### src/rtl/stopwatch_pkg.sv
// Shared types and constants for the multiplexed-display stopwatch.
package stopwatch_pkg;

    localparam int BCD_W = 4;

    typedef enum logic [1:0] {
        ST_IDLE  = 2'd0,
        ST_RUN   = 2'd1,
        ST_PAUSE = 2'd2,
        ST_FULL  = 2'd3
    } sw_state_e;

    // Active-low patterns, dp off; entry i is the glyph for digit i.
    localparam logic [9:0][7:0] SEG_PAT = {
        8'h90, 8'h80, 8'hF8, 8'h82, 8'h92,
        8'h99, 8'hB0, 8'hA4, 8'hF9, 8'hC0
    };
    localparam logic [7:0] SEG_BLANK = 8'hFF;

endpackage

### src/rtl/seg7_decode.sv
// BCD to active-low 7-segment decoder; codes above 9 blank, dp_i lights bit 7.
module seg7_decode
    import stopwatch_pkg::*;
(
    input  logic [BCD_W-1:0] bcd_i,
    input  logic             dp_i,
    output logic [7:0]       seg_o
);

    always_comb begin
        seg_o = SEG_BLANK;
        for (int i = 0; i < 10; i++) begin
            if (bcd_i == BCD_W'(i)) seg_o = SEG_PAT[i];
        end
        if (dp_i) seg_o[7] = 1'b0;
    end

endmodule

### src/rtl/stopwatch_mux_disp.sv
// BCD stopwatch with run/pause/clear control and a scanned 7-segment display.
// Optional LEADING_ZERO_BLANK_EN blanks leading zeros above the decimal point.
module stopwatch_mux_disp
    import stopwatch_pkg::*;
#(
    parameter int CLK_HZ     = 50_000_000,
    parameter int TICK_HZ    = 10,
    parameter int SCAN_HZ    = 1000,
    parameter int NUM_DIGITS = 4,
    parameter int DP_DIGIT   = 1
) (
    input  logic                          clk,
    input  logic                          rst,
    input  logic                          btn_start,
    input  logic                          btn_clear,
    output logic                          running,
    output logic                          overflow,
    output logic [BCD_W*NUM_DIGITS-1:0]   digits,
    output logic [NUM_DIGITS-1:0]         an,
    output logic [7:0]                    seg
);

    localparam int TICK_DIV = CLK_HZ / TICK_HZ;
    localparam int SCAN_DIV = CLK_HZ / SCAN_HZ;
    localparam int TW       = (TICK_DIV > 1) ? $clog2(TICK_DIV) : 1;
    localparam int SW       = (SCAN_DIV > 1) ? $clog2(SCAN_DIV) : 1;
    localparam int IW       = $clog2(NUM_DIGITS);

    localparam logic [TW-1:0] TICK_LAST = TW'(TICK_DIV - 1);
    localparam logic [SW-1:0] SCAN_LAST = SW'(SCAN_DIV - 1);
    localparam logic [IW-1:0] IDX_LAST  = IW'(NUM_DIGITS - 1);

    sw_state_e                          state_q, state_d;
    logic [TW-1:0]                      tdiv_q, tdiv_d;
    logic [NUM_DIGITS-1:0][BCD_W-1:0]   digits_q, digits_d, digits_inc;
    logic                               carry_out, tick;

    logic [SW-1:0]                      sdiv_q, sdiv_d;
    logic                               scan_en;
    logic [IW-1:0]                      idx_q, idx_d, idx_nx;
    logic [NUM_DIGITS-1:0]              an_q, an_d;
    logic [7:0]                         seg_q, seg_d, seg_dec;
    logic [BCD_W-1:0]                   disp_code;
    logic                               disp_dp, blank;

    // Ripple-carry decimal increment; carry_out set means every digit was 9.
    always_comb begin
        digits_inc = digits_q;
        carry_out  = 1'b1;
        for (int i = 0; i < NUM_DIGITS; i++) begin
            if (carry_out) begin
                if (digits_q[i] == BCD_W'(9)) begin
                    digits_inc[i] = '0;
                end else begin
                    digits_inc[i] = digits_q[i] + 1'b1;
                    carry_out     = 1'b0;
                end
            end
        end
    end

    always_comb begin
        state_d  = state_q;
        tdiv_d   = tdiv_q;
        digits_d = digits_q;
        tick     = 1'b0;
        if (btn_clear) begin
            state_d  = ST_IDLE;
            tdiv_d   = '0;
            digits_d = '0;
        end else begin
            if (state_q == ST_RUN) begin
                if (tdiv_q == TICK_LAST) begin
                    tdiv_d = '0;
                    tick   = 1'b1;
                end else begin
                    tdiv_d = tdiv_q + 1'b1;
                end
            end
            if (tick && !carry_out) digits_d = digits_inc;
            // Overflow beats a coincident start so FULL is never skipped.
            if (tick && carry_out) begin
                state_d = ST_FULL;
            end else if (btn_start) begin
                case (state_q)
                    ST_IDLE:  state_d = ST_RUN;
                    ST_RUN:   state_d = ST_PAUSE;
                    ST_PAUSE: state_d = ST_RUN;
                    default:  state_d = state_q;
                endcase
            end
        end
    end

    assign scan_en = (sdiv_q == SCAN_LAST);
    assign idx_nx  = (idx_q == IDX_LAST) ? '0 : idx_q + 1'b1;

`ifdef LEADING_ZERO_BLANK_EN
    logic upper_zero;
    always_comb begin
        upper_zero = 1'b1;
        for (int i = 0; i < NUM_DIGITS; i++) begin
            if (i >= int'(idx_nx) && digits_q[i] != '0) upper_zero = 1'b0;
        end
        blank = upper_zero && (int'(idx_nx) > DP_DIGIT);
    end
`else
    assign blank = 1'b0;
`endif

    // Blanking reuses the decoder's out-of-range code path.
    assign disp_code = blank ? BCD_W'(4'hF) : digits_q[idx_nx];
    assign disp_dp   = (int'(idx_nx) == DP_DIGIT);

    seg7_decode u_dec (
        .bcd_i (disp_code),
        .dp_i  (disp_dp),
        .seg_o (seg_dec)
    );

    always_comb begin
        sdiv_d = scan_en ? '0 : sdiv_q + 1'b1;
        idx_d  = idx_q;
        an_d   = an_q;
        seg_d  = seg_q;
        if (scan_en) begin
            idx_d = idx_nx;
            an_d  = NUM_DIGITS'(1) << idx_nx;
            seg_d = seg_dec;
        end
    end

    always_ff @(posedge clk) begin
        if (rst) begin
            state_q  <= ST_IDLE;
            tdiv_q   <= '0;
            digits_q <= '0;
            sdiv_q   <= '0;
            idx_q    <= IDX_LAST;
            an_q     <= '0;
            seg_q    <= SEG_BLANK;
        end else begin
            state_q  <= state_d;
            tdiv_q   <= tdiv_d;
            digits_q <= digits_d;
            sdiv_q   <= sdiv_d;
            idx_q    <= idx_d;
            an_q     <= an_d;
            seg_q    <= seg_d;
        end
    end

    assign running  = (state_q == ST_RUN);
    assign overflow = (state_q == ST_FULL);
    assign digits   = digits_q;
    assign an       = an_q;
    assign seg      = seg_q;

endmodule

### config.mk
export PLATFORM = sky130hd
export DESIGN_NAME = stopwatch_mux_disp
export DESIGN_NICKNAME = d
export VERILOG_FILES = /design/src/rtl/stopwatch_pkg.sv /design/src/rtl/seg7_decode.sv /design/src/rtl/stopwatch_mux_disp.sv
export SDC_FILE = /design/constraint.sdc
export NUM_CORES = 1
export LEC_CHECK = 0
export ABC_AREA = 1
export CAP_MARGIN = 20
export CORE_AREA = 2 2 103 105
export CTS_CLUSTER_DIAMETER = 80
export DETAILED_ROUTE_END_ITERATION = 7
export DIE_AREA = 0 0 105 107
export PLACE_DENSITY = 0.65
export SLEW_MARGIN = 30
export SYNTH_ARGS = -nofsm -noshare
export SYNTH_HDL_FRONTEND = slang
export SYNTH_SLANG_ARGS = --single-unit
### constraint.sdc
create_clock -name clk -period 6.2 [get_ports clk]
set_clock_uncertainty 0.15 [all_clocks]
set_input_delay 0.62 -clock clk [delete_from_list [all_inputs] [get_ports clk]]
set_output_delay 0.62 -clock clk [all_outputs]
set_load 0.1 [all_outputs]
Yosys cells after proc, flatten, opt, wreduce, memory -nomap -nowiden. Index checks and enable logic that the tools add are counted.

Add/subtract/negate cells: 7. Magnitude comparators: 1. Equal/unequal tests: 20. Shift-type cells: 1. Muxes and demuxes: 32. Reductions and logical operators: 14.

Operators with widths (count): 7-bit two-way mux (8); 4-bit == test (second input constant) (6); 23-bit by 1-bit adder with 23-bit output (second input constant) (1); 23-bit == test (second input constant) (1); 23-bit two-way mux (1); 4-bit two-way mux (5); 16-bit by 1-bit adder with 16-bit output (second input constant) (1); 4-bit by 1-bit adder with 4-bit output (second input constant) (4); 16-bit == test (second input constant) (1); 4-bit by 3-bit == test with 1-bit output (second input constant) (4); 6-bit two-way mux (2); 1-bit two-way mux (11); 4-bit binary-select mux with 2-bit select (1); 2-bit == test (second input constant) (4); 4-bit by 2-bit == test with 1-bit output (second input constant) (2); 2-bit AND reduction (4); 2-bit two-way mux (3); 2-bit OR reduction (3); 4-bit by 1-bit == test with 1-bit output (second input constant) (1); 4-bit logical NOT (1); 2-bit case mux with 2 select lines (1); 1-bit by 2-bit << shifter with 4-bit output (first input constant) (1); 2-bit by 3-bit less-than comparator with 1-bit output (second input constant) (1); 3-bit nonzero test (1); other kinds (6) (7).

Register bits after elaboration: 71. Output and inout bits: 30. Word-level logic and storage cells: 85.

Depth between registers and ports, before layout. Gate-level depths: netlist (run 1).

Depth in word-level cells: 15. Gate-level depth with buffers: 13. Depth with buffers taken out: 12.

Modules after synthesis. From an unflattened synthesis (run 1), not the netlist that was laid out.

Cell total of the unflattened synthesis: 586. Area, all modules: 3842.4 sq um.

By module, submodules not included: stopwatch_mux_disp (instances 1, cells each 556, area an instance 3719.8 sq um, sequential area each 1421.4 sq um); seg7_decode (instances 1, cells each 30, area an instance 122.6 sq um, sequential area each 0.0 sq um).

Worst setup path after synthesis (run 1). Ideal clock, no wire load.

Path type: register to register. Start: reg digits_q, in the netlist digits[4]. End: reg digits_q, in the netlist digits[11]. Arrival: 2046 ps. Required time: 5982 ps. Setup slack: 3937 ps. Cell stages (with the launch flop): 10. Clock period less this slack: 2263 ps. Cells stage by stage: dfxtp_1 > nand2_1 > nor2_2 > nand2_4 > nor2_8 > nand2_4 > buf_6 > nand4_1 > nand2_1 > a21oi_2.

Longest elaborated chain between the ends: 8.

Ends and longest elaborated chain: start: declaration (RTL line stopwatch_mux_disp.sv:35) `logic [NUM_DIGITS-1:0][BCD_W-1:0] digits_q, digits_d, digits_inc;`; start signal: assignment (RTL line stopwatch_mux_disp.sv:145) `digits_q <= digits_d;`; 4-bit == test * (RTL line stopwatch_mux_disp.sv:52) `if (digits_q[i] == BCD_W'(9)) begin`; 1-bit two-way mux * (RTL line stopwatch_mux_disp.sv:52); 1-bit two-way mux * (RTL line stopwatch_mux_disp.sv:51) `if (carry_out) begin`; 1-bit two-way mux (2 in a row) (RTL line stopwatch_mux_disp.sv:51); 1-bit logical NOT (RTL line stopwatch_mux_disp.sv:80) `if (tick && !carry_out) digits_d = digits_inc;`; 1-bit logical AND (RTL line stopwatch_mux_disp.sv:80); 2-bit AND reduction (no source line) *.

Every way passes the cells marked *; elsewhere a longest branch is shown, timed or not. A chain may end at the register's enable or synchronous reset.

Final worst setup path (run 1).
Start: reg state_q[0]. End: out running.

Longest elaborated chain between the ends: 1.

Ends and longest elaborated chain: start: declaration (RTL line stopwatch_mux_disp.sv:33) `sw_state_e state_q, state_d;`; start signal: assignment (RTL line stopwatch_mux_disp.sv:143) `state_q <= state_d;`; 2-bit by 1-bit == test with 1-bit output (RTL line stopwatch_mux_disp.sv:153) `assign running = (state_q == ST_RUN);`; end: declaration (RTL line stopwatch_mux_disp.sv:16) `output logic running,`.

Every way passes these cells.

==> results of run 1 <==
worst paths after layout:
| path | startpoint | to |
|---|---|---|
| hold / removal | seg[7] | seg[7] |
| setup / recovery | state_q[0] | running |
| hold reg to reg | seg[7] | seg[7] |
| setup reg to reg | idx_q[0] | seg[0] |
power breakdown:
group / total (mW) / switching, mW / internal, mW
Combinational: 0.0241 / 0.0175 / 0.00657
Clock: 0.405 / 0.180 / 0.225
Sequential: 0.460 / 0.00190 / 0.458
Total: 0.889 / 0.199 / 0.690
layer usage:
| metal | part of all wire [%] | track usage, % | wire length, um |
|---|---|---|---|
| met5 | 0 | 0 | 0 |
| met4 | 2.3 | 8.476 | 216 |
| met1 | 50 | 22.61 | 4587 |
| met2 | 44 | 26.62 | 4014 |
| met3 | 4.1 | 2.918 | 381 |
cell families after synthesis:
kind of cell             synth area share [%]
buffers and inverters                   9.319
XOR/XNOR                                2.672
flip-flops                              36.13
AND/OR/NAND/NOR                         40.11
AO/OA/AOI/OAI                           9.860
adder cells (fa/ha/maj)                 1.908
cell usage in the layout (no fill, tap or decap), types with 6 or more instances in the layout:
cell type,Yosys,final
a21oi_1,39,39
clkbuf_8,0,9
clkdlybuf4s50_1,0,33
dfxtp_1,71,71
ha_1,6,6
inv_1,73,73
inv_2,8,8
nand2_1,147,147
nand3_1,46,46
nand4_1,23,23
nor2_1,90,90
nor2_2,7,7
nor3_1,17,17
o21ai_0,20,20
xor2_1,12,12
worst max-delay path: cells and delay by family, from the launching register on:
family,cells,cell delay (ns)
flip-flops,1,0.35
AND/OR/NAND/NOR,1,0.19
buffers and inverters,2,1.27
through the flow:
| step | hold slack, ns | area [sq um] | setup slack (ns) | total power [mW] | instances |
|---|---|---|---|---|---|
| 2_1_floorplan | 0.2675 | 3934 | 3.937 | 0.4883 | 602 |
| 3_3_place_gp | 0.2790 | 4375 | 3.477 | 0.4942 | 761 |
| 3_5_place_dp | 0.2901 | 4375 | 3.421 | 0.4946 | 761 |
| 4_1_cts | 0.3052 | 4588 | 3.248 | 0.9043 | 777 |
| 5_1_grt | 0.3500 | 4588 | 3.152 | 0.9252 | 777 |
| 6_report | 0.3021 | 4588 | 3.275 | 0.8891 | 777 |
state kept, by name, summed over array words and instances (netlist names):
register	cells
digits	16
idx_q	2
sdiv_q	16
seg	8
an	4
state_q	2
tdiv_q	23
final cells by class:
type | count | area share (%)
Multi-Input combinational cell | 439 | 46.77
Inverter | 82 | 6.708
Clock buffer | 10 | 2.782
Clock inverter | 6 | 1.854
Sequential cell | 71 | 30.98
Timing Repair Buffer | 33 | 7.199
Tap cell | 136 | 3.709
==> results.json, run 1 <==
{
  "status": "finished clean",
  "startpoint_type": "register",
  "hold_buffers": 0,
  "slew_violations": 0,
  "area_delta_synth_final_pct": 16.63,
  "cts_setup_buffers": 0,
  "initial_core_util_pct": 38.98,
  "worstMarginPinSlew_ns": 1.035,
  "totalWireLength_um": 9199,
  "cts_resized": 0,
  "drive_gt1_share_pct": 7.332,
  "setup_tns_ns": 0,
  "synth_commonest_cells": "nand2_1, nor2_1, inv_1",
  "synth.most_common_cell": "nand2_1",
  "post_drt_wl_per_cell_um": 11.84,
  "nets": 646,
  "peakVddDrop_v": 0.0001221,
  "yosysWarnings": 0,
  "min_path_cells": 2,
  "cts-root-buf": "clkbuf_8",
  "async_flop_share_pct": 0,
  "crit_chain": "inv_1, nor2_4, clkdlybuf4s50_1",
  "synthesis.instances": 602,
  "fin_util_pct": 45.46,
  "die-area_sq_um": 11240,
  "grt_overflow": 0,
  "yosysTopAreaCell": "dfxtp_1",
  "grt_setup_unrepaired": "false",
  "slew_headroom_pct": 30.78,
  "required_ns": 5.43,
  "vias_per_cell": 4.974,
  "crit_slowest_cell": "clkdlybuf4s50_1",
  "gp_congestion": 0.9005,
  "row_count": 37,
  "first_pass_iters": 5,
  "ant_nets": 0,
  "r2r_cells": 12,
  "power_density_nw_per_um2": 193.8,
  "leakagePower_nw": 1.753,
  "maxCapViolCount": 0,
  "synth_flop_cell": "dfxtp_1",
  "numCtsBuffers": 9,
  "seq_area_frac_synth_pct": 36.13,
  "die_h_um": 107,
  "critPathArrivalTime_ns": 2.15,
  "grt_pass1_wl_um": 15680,
  "antenna_found_initial": 0,
  "cts_sinks": 71,
  "fmax_ghz": 0.3419,
  "grt_pass1_vias": 3547,
  "fillers": 1074,
  "vias": 3865,
  "drt_iter0_markers": 203,
  "max_stage_delay_ns": 1.17,
  "timing.reg2reg.setup_slack_ns": 3.87,
  "hold_violations": 0,
  "timing_worst_setup_path_type": "reg2out",
  "place.port_buffers": 33,
  "syn-num-nets": 612,
  "grt.total_usage_pct": 17.00,
  "synth_edf_count": 0,
  "finalCriticalPeriod_ns": 2.925,
  "multi_input_comb_area_sq_um": 2146,
  "setup.worst_path.end_class": "output pin",
  "yosysTopAreaCellShare_pct": 36.13,
  "cts_tree": "yes",
  "die_w_um": 105,
  "cts_buffer_depth": 2,
  "diodes": 0,
  "ys_types": 35,
  "clk_latency_ns": 0.35,
  "htree_levels": 3,
  "syn-cell-area_sq_um": 3934,
  "io_pins": 34,
  "synth.area.top_cells": "dfxtp_1, nand2_1, nor2_1, inv_1, nand3_1",
  "hold_path.class": "reg2reg",
  "clkSlewWorstSetupHoldPaths_ns": 0.07,
  "min_period_over_period_pct": 47.18,
  "seq_area_sq_um": 1421,
  "crit_fanout": 8,
  "avgSynthCellArea_sq_um": 6.535,
  "finalSetupViolations": 0,
  "drc": 0,
  "core_sq_um": 10090,
  "grt_max_degree": 18,
  "ys_ff_latch": 71,
  "dp_hpwl_um": 6847
}
Note: power is estimated with default switching activity, not from simulation.
==> run 2: changes to the inputs <==
--- a/config.mk
+++ b/config.mk
@@ -11,7 +11,7 @@
 export CTS_CLUSTER_DIAMETER = 80
 export DETAILED_ROUTE_END_ITERATION = 7
 export DIE_AREA = 0 0 105 107
-export PLACE_DENSITY = 0.65
+export PLACE_DENSITY = 0.68
 export SLEW_MARGIN = 30
 export SYNTH_ARGS = -nofsm -noshare
 export SYNTH_HDL_FRONTEND = slang
==> constraint.sdc (replaced) <==
create_clock -name clk -period 2.5 [get_ports clk]
set_clock_uncertainty 0.15 [all_clocks]
set_input_delay 0.25 -clock clk [delete_from_list [all_inputs] [get_ports clk]]
set_output_delay 0.25 -clock clk [all_outputs]
set_load 0.1 [all_outputs]
==> run 2 against run 1 <==
Setup slack got worse by 2.8 ns. Core utilization decreased by 0.37 points. Non-clock buffer count grew 7. Sequential power rose by 150%. Die area did not move.
==> results.json, run 2 (synthesis gave the netlist of run 1 again) <==
{
  "instances_no_fill": 783,
  "grt_overflow": 0,
  "min_period_over_period_pct": 79.32,
  "hold_buffers": 0,
  "crit_chain": "inv_1, ha_1, inv_1, nand3_1, nand2_1, nor2_1, nor2_1, nand3_1, nand2_1, inv_1, nand2_1, nand2_1",
  "core_sq_um": 10090,
  "initial_core_util_pct": 38.98,
  "finalSetupViolations": 0,
  "fin_ws_ns": 0.5169,
  "startpoint_type": "register",
  "clk_latency_ns": 0.34,
  "hold_path.class": "reg2reg",
  "required_ns": 2.59,
  "leakagePower_nw": 1.824,
  "layout_common_cells": "nand2_1, nor2_1, inv_1, dfxtp_1, nand3_1",
  "diodes": 0,
  "vias_per_cell": 4.996,
  "largest_register_ffs": 23,
  "htree_levels": 3,
  "slew_headroom_pct": 70.12,
  "fmax_ghz": 0.5043,
  "crit_fanout": 6,
  "grt.total_usage_pct": 17.91,
  "cts_buffer_depth": 2,
  "grt_setup_unrepaired": "false",
  "final_common_cell": "nand2_1",
  "totalWireLength_um": 9477,
  "crit_buf_inv": 3,
  "first_pass_iters": 5,
  "cts_setup_buffers": 0,
  "max_flop_register": "tdiv_q",
  "gr-usage-met1_pct": 23.56,
  "power_mw": 2.144,
  "critPathArrivalTime_ns": 2.07,
  "gp_congestion": 0.9419,
  "setup_tns_ns": 0,
  "nets": 653,
  "post_drt_wl_per_cell_um": 12.10,
  "area_delta_synth_final_pct": 15.68,
  "crit_slowest_cell": "dfxtp_1",
  "multi_input_comb_area_sq_um": 2146,
  "cts_tree": "yes",
  "cts-root-buf": "clkbuf_8",
  "numCtsBuffers": 9,
  "seq_area_sq_um": 1421,
  "ant_nets": 0,
  "grt_busiest_layer": "met2",
  "place.port_buffers": 33,
  "grt_pass1_wl_um": 16420,
  "max_stage_delay_ns": 0.38,
  "row_count": 37,
  "status": "finished clean",
  "grt_max_degree": 18,
  "vias": 3912,
  "die_w_um": 105,
  "drive_gt1_share_pct": 12.83,
  "pre_cts_ws_ns": 0.5131,
  "power_density_nw_per_um2": 471.2,
  "maxCapViolCount": 0,
  "finalCriticalPeriod_ns": 1.983,
  "antenna_found_initial": 0,
  "path_delay_family": "simple AND/OR/NAND/NOR gates",
  "fillers": 1075,
  "clkSlewWorstSetupHoldPaths_ns": 0.07,
  "dp_hpwl_um": 7049,
  "cts_sinks": 71,
  "peakVddDrop_v": 0.0002994,
  "die-area_sq_um": 11240,
  "setup.worst_path.end_class": "register",
  "worstMarginPinSlew_ns": 0.4477,
  "cts_resized": 0,
  "use_met3_pct": 3.587,
  "io_pins": 34,
  "hold_violations": 0,
  "met2_usage_pct": 29.04,
  "drt_iter0_markers": 228,
  "slew_violations": 0,
  "place_inst": 768,
  "fin_util_pct": 45.09,
  "die_h_um": 107,
  "path_common_cell": "nand2_1",
  "drc": 0,
  "timing_worst_setup_path_type": "reg2reg",
  "grt_pass1_vias": 3656
}
-- run 2: report_power, final --
group	internal (mW)	switching [mW]	total (mW)
Clock	0.509	0.429	0.938
Sequential	1.14	0.00478	1.14
Combinational	0.0199	0.0458	0.0657
-- run 2: per-stage QoR --
step / hold slack, ns / cell area (sq um)
floorplan: 0.2675 / 3934
finish: 0.3074 / 4551
global route: 0.3306 / 4551
detailed placement: 0.2995 / 4353
global placement: 0.2777 / 4353
CTS: 0.3159 / 4551
-- run 2: final timing paths --
check | cells past startpoint | slack [ns] | endpoint | start
setup / recovery | 12 | 0.52 | seg[0] | idx_q[1]
hold / removal | 1 | 0.31 | sdiv_q[0] | sdiv_q[0]
setup reg to reg | 12 | 0.52 | seg[0] | idx_q[1]
hold reg to reg | 1 | 0.31 | sdiv_q[0] | sdiv_q[0]
-- run 2: metal layers --
metal	share of wire, %	wire [um]
met2	46	4328
met5	0	0
met3	4.5	427
met4	1.2	110
met1	49	4611
-- run 2: final cells by class --
| class | count | area share (%) |
|---|---|---|
| well taps | 136 | 3.739 |
| repair buffers | 40 | 6.764 |
| clock buffers | 12 | 3.409 |
| flip-flops and latches | 71 | 31.23 |
| multi-input cells | 439 | 47.15 |
| clock inverters | 3 | 0.9348 |
| inverters | 82 | 6.764 |
